`config.mk`:
```
export PLATFORM = sky130hd
export DESIGN_NAME = pixel_ram_scheduler
export DESIGN_NICKNAME = d
export VERILOG_FILES = /design/src/rtl/colors_pkg.sv /design/src/rtl/pixel_ram_sched_pkg.sv /design/src/rtl/pixel_ram_scheduler_fifo.sv /design/src/rtl/pixel_ram_scheduler.sv
export SDC_FILE = /design/constraint.sdc
export NUM_CORES = 1
export LEC_CHECK = 0
export BUFFER_PORTS_ARGS = -buffer_cell sky130_fd_sc_hd__buf_2
export CORE_MARGIN = 1.5
export CORE_UTILIZATION = 57
export DETAILED_ROUTE_END_ITERATION = 16
export GPL_TIMING_DRIVEN = 0
export PLACE_DENSITY = 0.79
export SETUP_SLACK_MARGIN = 0.05
export SLEW_MARGIN = 0
export SYNTH_ARGS = -nofsm -noshare
export SYNTH_HDL_FRONTEND = slang
export SYNTH_SLANG_ARGS = --single-unit
```
`constraint.sdc`:
```
create_clock -name clk -period 4.1 [get_ports clk]
set_input_delay 1.23 -clock clk [delete_from_list [all_inputs] [get_ports clk]]
set_output_delay 1.23 -clock clk [all_outputs]
set_load 0.1 [all_outputs]
```
`src/rtl/colors_pkg.sv`:
```
// Shared color codes for the VGA palette path.
package colors_pkg;

    localparam logic [2:0] OUTSIDE = 3'b111;

endpackage

```
`src/rtl/pixel_ram_sched_pkg.sv`:
```
// Types and constants shared by the pixel SPRAM scheduler and its write queue.
package pixel_ram_sched_pkg;

    typedef enum logic {
        INIT_CLEAR,
        RUN
    } sched_state_t;

    typedef struct packed {
        logic [6:0] x;
        logic [6:0] y;
        logic [2:0] color;
    } pix_wr_t;

    localparam logic [13:0] CLEAR_LAST = 14'd16383;

endpackage

```
`src/rtl/pixel_ram_scheduler_fifo.sv`:
```
// Brush-write queue: synchronous FIFO of pix_wr_t with flush.
module pixel_wr_fifo
    import pixel_ram_sched_pkg::*;
#(
    parameter int DEPTH = 8
) (
    input  logic    clk,
    input  logic    reset,
    input  logic    push,
    input  logic    pop,
    input  logic    flush,
    input  pix_wr_t din,
    output pix_wr_t dout,
    output logic    full,
    output logic    empty
);

    localparam int AW = $clog2(DEPTH);

    pix_wr_t        mem [DEPTH];
    logic [AW:0]    wp;
    logic [AW:0]    rp;

    always_ff @(posedge clk or posedge reset) begin
        if (reset) begin
            wp <= '0;
            rp <= '0;
        end else if (flush) begin
            wp <= '0;
            rp <= '0;
        end else begin
            if (push) wp <= wp + 1'b1;
            if (pop)  rp <= rp + 1'b1;
        end
    end

    always_ff @(posedge clk) begin
        if (push && !flush) mem[wp[AW-1:0]] <= din;
    end

    assign dout  = mem[rp[AW-1:0]];
    assign empty = (wp == rp);
    // Extra pointer bit separates full from empty when the indices match.
    assign full  = (wp[AW] != rp[AW]) && (wp[AW-1:0] == rp[AW-1:0]);

endmodule

```
`src/rtl/pixel_ram_scheduler.sv`:
```
// Time-shares the pixel SPRAM between VGA reads and queued brush writes,
// and sequences the boot-time and requested canvas clears.
module pixel_ram_scheduler
    import pixel_ram_sched_pkg::*;
    import colors_pkg::*;
#(
    parameter int         FIFO_DEPTH  = 8,
    parameter int         CANVAS_BITS = 7,
    parameter logic [2:0] CLEAR_COLOR = 3'b000
) (
    input  logic        clk,
    input  logic        reset,
    input  logic        wr_valid,
    output logic        wr_ready,
    input  logic [7:0]  wx,
    input  logic [7:0]  wy,
    input  logic [2:0]  wr_color,
    output logic        wr_drop,
    input  logic        clear_req,
    output logic        busy,
    input  logic [9:0]  rx,
    input  logic [9:0]  ry,
    output logic [2:0]  color_code,
    output logic [13:0] ram_adr,
    output logic        ram_we,
    output logic [15:0] ram_wdata,
    input  logic [15:0] ram_rdata
);

    sched_state_t state, state_n;
    logic         phase, phase_n;
    logic         clearing, clearing_n;
    logic [13:0]  clr_cnt, clr_cnt_n;

    logic         rd_vld_q;
    logic         oob_q;
    logic         rd_oob;
    logic         wr_oob;

    pix_wr_t      head;
    pix_wr_t      wr_ent;
    logic         full;
    logic         empty;
    logic         accept;
    logic         push;
    logic         pop;
    logic         flush;
    logic         we_raw;
    logic         unused_rdata;

    assign unused_rdata = ^ram_rdata[15:3];

    assign rd_oob = (|rx[9:CANVAS_BITS]) | (|ry[9:CANVAS_BITS]);
    assign wr_oob = (|wx[7:CANVAS_BITS]) | (|wy[7:CANVAS_BITS]);

    assign busy     = (state == INIT_CLEAR) | clearing;
    assign wr_ready = ~full & ~busy;
    assign accept   = wr_valid & wr_ready;
    assign wr_drop  = accept & wr_oob;
    assign flush    = clear_req & (state == RUN) & ~clearing;
    assign push     = accept & ~wr_oob & ~flush;
    assign wr_ent   = '{x: wx[6:0], y: wy[6:0], color: wr_color};

    pixel_wr_fifo #(
        .DEPTH (FIFO_DEPTH)
    ) u_fifo (
        .clk   (clk),
        .reset (reset),
        .push  (push),
        .pop   (pop),
        .flush (flush),
        .din   (wr_ent),
        .dout  (head),
        .full  (full),
        .empty (empty)
    );

    always_ff @(posedge clk or posedge reset) begin
        if (reset) begin
            state    <= INIT_CLEAR;
            phase    <= 1'b0;
            clearing <= 1'b0;
            clr_cnt  <= '0;
        end else begin
            state    <= state_n;
            phase    <= phase_n;
            clearing <= clearing_n;
            clr_cnt  <= clr_cnt_n;
        end
    end

    always_comb begin
        state_n    = state;
        phase_n    = phase;
        clearing_n = clearing;
        clr_cnt_n  = clr_cnt;
        pop        = 1'b0;
        we_raw     = 1'b0;
        ram_adr    = '0;
        ram_wdata  = '0;
        unique case (state)
            INIT_CLEAR: begin
                we_raw    = 1'b1;
                ram_adr   = clr_cnt;
                ram_wdata = {13'b0, CLEAR_COLOR};
                clr_cnt_n = clr_cnt + 1'b1;
                if (clr_cnt == CLEAR_LAST) begin
                    state_n = RUN;
                    phase_n = 1'b0;
                end
            end
            RUN: begin
                phase_n = ~phase;
                if (!phase) begin
                    ram_adr = {ry[6:0], rx[6:0]};
                end else if (clearing) begin
                    we_raw    = 1'b1;
                    ram_adr   = clr_cnt;
                    ram_wdata = {13'b0, CLEAR_COLOR};
                    clr_cnt_n = clr_cnt + 1'b1;
                    if (clr_cnt == CLEAR_LAST) clearing_n = 1'b0;
                end else if (!empty && !flush) begin
                    // A flush in this slot discards the head as well.
                    we_raw    = 1'b1;
                    ram_adr   = {head.y, head.x};
                    ram_wdata = {13'b0, head.color};
                    pop       = 1'b1;
                end
                if (flush) begin
                    clearing_n = 1'b1;
                    clr_cnt_n  = '0;
                end
            end
            default: state_n = INIT_CLEAR;
        endcase
    end

    assign ram_we = we_raw & ~reset;

    always_ff @(posedge clk or posedge reset) begin
        if (reset) begin
            rd_vld_q   <= 1'b0;
            oob_q      <= 1'b0;
            color_code <= '0;
        end else begin
            rd_vld_q <= (state == RUN) & ~phase;
            oob_q    <= rd_oob;
            if (rd_vld_q) color_code <= oob_q ? OUTSIDE : ram_rdata[2:0];
        end
    end

endmodule
```
==> reports/qor.log <==
[logic_synthesis] Primary FF master, synth sky130_fd_sc_hd__edfxtp_1
[final_layout] layout-stage area growth over the synthesis result 18.9%
[clocking] sinks on the clock net 166
[die] core area 12,200 µm²
[die] cell row count 40
[global_route] global-route wire length before repair 25.2 mm
[critical_path] Top cell by count, worst path sky130_fd_sc_hd__buf_2
[route] number of routed nets with antenna violations 0
[sta] final cycle utilization of the critical path 96.9%
[critical_path] slowest stage cell, crit path sky130_fd_sc_hd__buf_2
[clocking] # H-tree levels 4
[sta] Setup-failing EPs final 0
[place] total placed instance area 8030 µm²
[clocking] clock root buffer sky130_fd_sc_hd__clkbuf_16
[die] ports placed on the boundary 96
[final_layout] net count of the finished layout 673
[clocking] register clock-pin slew on the reported worst setup and hold paths 0.06 ns
[clocking] clock network latency to the later pin of the worst-skew pair 0.42 ns
[critical_path] CP Cell Sequence buf_2 > or3_4 > buf_2 > o21ai_1 > buf_2
[clocking] Bufs on Longest Clock Path 2
[min_path] path class of the lowest-slack min-delay path reg2reg
[critical_path] Largest delay share family, worst path buffers and inverters
[global_route] Remaining Overflow, GRT 0
[sta] setup repair after global routing missed its margin true
[route] starting DRC count in detailed routing 574
[die] Horiz. Die Dim 116 µm
[critical_path] logic depth of the worst setup path including buffers 5
[clocking] TritonCTS clock tree built
[place] routability-driven placement congestion ratio 0.814
[critical_path] largest stage delay on the critical path 0.47 ns
[power] static leakage 3.16 nW
[critical_path] combined buffer and inverter count along the critical path 3
[route] wire length after detailed routing 16.4 mm
[sta] remaining max-slew budget at the tightest pin 25.2%
[critical_path] critical path fanouts, max 10
[sta] Post-Route Skew 0.00439 ns
[critical_path] Worst setup SP type input pin
[power] ratio of total power to cell area 465 nW/µm²
[logic_synthesis] async set-or-reset flop fraction in the synthesized netlist 18.1%
[sta] achievable frequency 0.252 GHz
[logic_synthesis] top-count cell post-synth sky130_fd_sc_hd__edfxtp_1
[sta] worst hold margin 0.518 ns
[power] worst ir drop on vdd 310 µV
[logic_synthesis] sequential fraction of the synthesis area 66.8%
[power] sum of internal, switching and leakage power 4.01 mW
[flow_run] Max-cap violations 0
[clocking] cts bufs inserted 17
[final_layout] share of layout cells above drive strength 1 26.5%
[critical_path] endpoint class of the critical path output pin
[logic_synthesis] summed instance area of the synthesized netlist 7240 µm²
[logic_synthesis] Synth Instances 499
[route] Initial DRT Pass Iterations 5
[place] input/output buffers 69
[route] vias per cell 6.01
[critical_path] data arrival time of the critical path 2.74 ns
[sta] final hold vios 0
[sta] post-layout minimum cycle time 3.97 ns
[logic_synthesis] share of Yosys cell area claimed by the top area cell type 56.4%
[place] DP HPWL 11.1 mm
[logic_synthesis] number of synthesized flops with an enable pin 136
[logic_synthesis] leading post-synthesis cells by instance count sky130_fd_sc_hd__edfxtp_1 (136), sky130_fd_sc_hd__mux2i_1 (63), sky130_fd_sc_hd__nand2_1 (41)
[logic_synthesis] top area cells in the synthesized netlist sky130_fd_sc_hd__edfxtp_1 (56%), sky130_fd_sc_hd__dfrtp_1 (10%), sky130_fd_sc_hd__mux2i_1 (8.7%)
[final_layout] number of diodes added for antenna fixing 0
[critical_path] critical path type in2out
[critical_path] number of cells on the worst reg-to-reg path 7
[sta] Slew Limit Fails 0
[logic_synthesis] Post-Syn Area per Cell 14.5 µm²
[sta] transition time of the tightest slew-check pin 1.12 ns
[logic_synthesis] number of synthesized register bits 166
[global_route] number of global-route vias before repair 4,707
[global_route] pin count of the biggest net entering global routing 31
[min_path] Worst Hold Path Cells 2
[route] routed vias 4,750
[global_route] antenna violations before repair 1
[route] number of DRC violations after detailed routing 0
[route] final routed wire length divided by cell count 20.8 µm
[logic_synthesis] YS warnings 0
[die] area of the die 13,400 µm²
[run_status] outcome finished clean
[final_layout] Layout Cell Area excl Fill 8610 µm²
[die] floorplan die height 116 µm
[final_layout] share of the core filled with cells 70.5%
[die] effective utilization at floorplan 59.3%
[logic_synthesis] cell taking the most area after synthesis sky130_fd_sc_hd__edfxtp_1
[critical_path] required time at the endpoint of the critical path 2.87 ns
[logic_synthesis] count of unique library cells instantiated by Yosys 55
[global_route] global-route usage over all layers 26.2%
[final_layout] layout filler cell count 811
[through the flow]
stage,instances,setup TNS (ns),worst slack [ns]
6_report,791,0,0.125
5_1_grt,791,0,0.0316
4_1_cts,790,0,0.0682
3_5_place_dp,759,0,0.122
3_3_place_gp,748,-87.76,-1.53
2_1_floorplan,511,-3.56,-0.300
[worst reg2reg max path: stages, from the launching register on]
cell	delay, ns
sky130_fd_sc_hd__dfrtp_1	0.39
sky130_fd_sc_hd__buf_4	0.19
sky130_fd_sc_hd__xor2_1	0.27
sky130_fd_sc_hd__o41ai_2	0.17
sky130_fd_sc_hd__or3_4	0.47
sky130_fd_sc_hd__nor4_2	0.64
sky130_fd_sc_hd__buf_4	0.31
sky130_fd_sc_hd__buf_4	0.21
[per-layer routing]
| metal | GRT usage [%] | routed length, µm | part of all wire, % |
|---|---|---|---|
| met1 | 34.9 | 6820 | 41 |
| met2 | 42.8 | 8110 | 49 |
| met3 | 5.33 | 1250 | 7.6 |
| met4 | 10.3 | 261 | 1.6 |
| met5 | 0 | 0 | 0 |
[cell type report]
type / count / area (µm²) / area share, %
tap: 168 / 210 / 2.44
multi-input combinational: 300 / 2270 / 26.4
clock inverter: 11 / 134 / 1.55
timing repair buffer: 81 / 472 / 5.48
sequential: 166 / 4830 / 56.1
inverter: 4 / 15.0 / 0.174
clock buffer: 20 / 437 / 5.07
buffer: 41 / 234 / 2.72
[final timing paths]
| path | startpoint | to | slack (ns) |
|---|---|---|---|
| max | clear_req | ram_adr[10] | 0.13 |
| min | color_code[0] | color_code[0] | 0.52 |
| max reg2reg | u_fifo.wp[1] | u_fifo.mem[0][4] | 1.15 |
| min reg2reg | color_code[0] | color_code[0] | 0.52 |
| max in group asynchronous | reset | clr_cnt[7] | 2.30 |
| min in group asynchronous | reset | rd_vld_q | 1.13 |
[state kept, by name (all words and copies together) (netlist names)]
signal / count
phase: 1
rd_vld_q: 1
oob_q: 1
u_fifo.mem: 136
clr_cnt: 14
color_code: 3
u_fifo.rp: 4
clearing: 1
u_fifo.wp: 4
state: 1
[cell families after synthesis]
| kind of cell | count (synthesis) | synth area share [%] |
|---|---|---|
| AOI/OAI and AO/OA | 85 | 8.12 |
| and+or+nand+nor | 118 | 8.94 |
| buffers and inverters | 45 | 3.42 |
| DFF | 166 | 66.8 |
| other | 1 | 0.0518 |
| adders and majority gates | 3 | 0.519 |
| muxes | 70 | 10.7 |
| xor gates and xnor gates | 11 | 1.43 |
[where the power goes]
part           switching [mW]  internal (mW)  total (mW)
sequential             0.0399           1.85        1.89
combinational           0.408          0.156       0.564
clock                   0.605          0.945        1.55
total                    1.05           2.95        4.01
[what timing repair did]
item	4_1_cts	5_1_grt
hold buffers	0	0
endpoints found under the setup margin	0	7
buffers inserted	0	0
gates resized for setup	0	3
[placed cells by master (no fill, tap or decap), types with 10 or more instances in the layout]
master,n
sky130_fd_sc_hd__o21ai_1,13
sky130_fd_sc_hd__dfrtp_1,30
sky130_fd_sc_hd__conb_1,13
sky130_fd_sc_hd__nand2_1,41
sky130_fd_sc_hd__buf_2,76
sky130_fd_sc_hd__clkbuf_16,17
sky130_fd_sc_hd__clkbuf_1,15
sky130_fd_sc_hd__nor2_1,17
sky130_fd_sc_hd__a21oi_1,11
sky130_fd_sc_hd__a22oi_1,27
sky130_fd_sc_hd__o2111ai_1,13
sky130_fd_sc_hd__edfxtp_1,136
sky130_fd_sc_hd__nand3_1,10
sky130_fd_sc_hd__mux2i_1,63
sky130_fd_sc_hd__buf_4,23
Note: power is estimated with default switching activity, not from simulation.
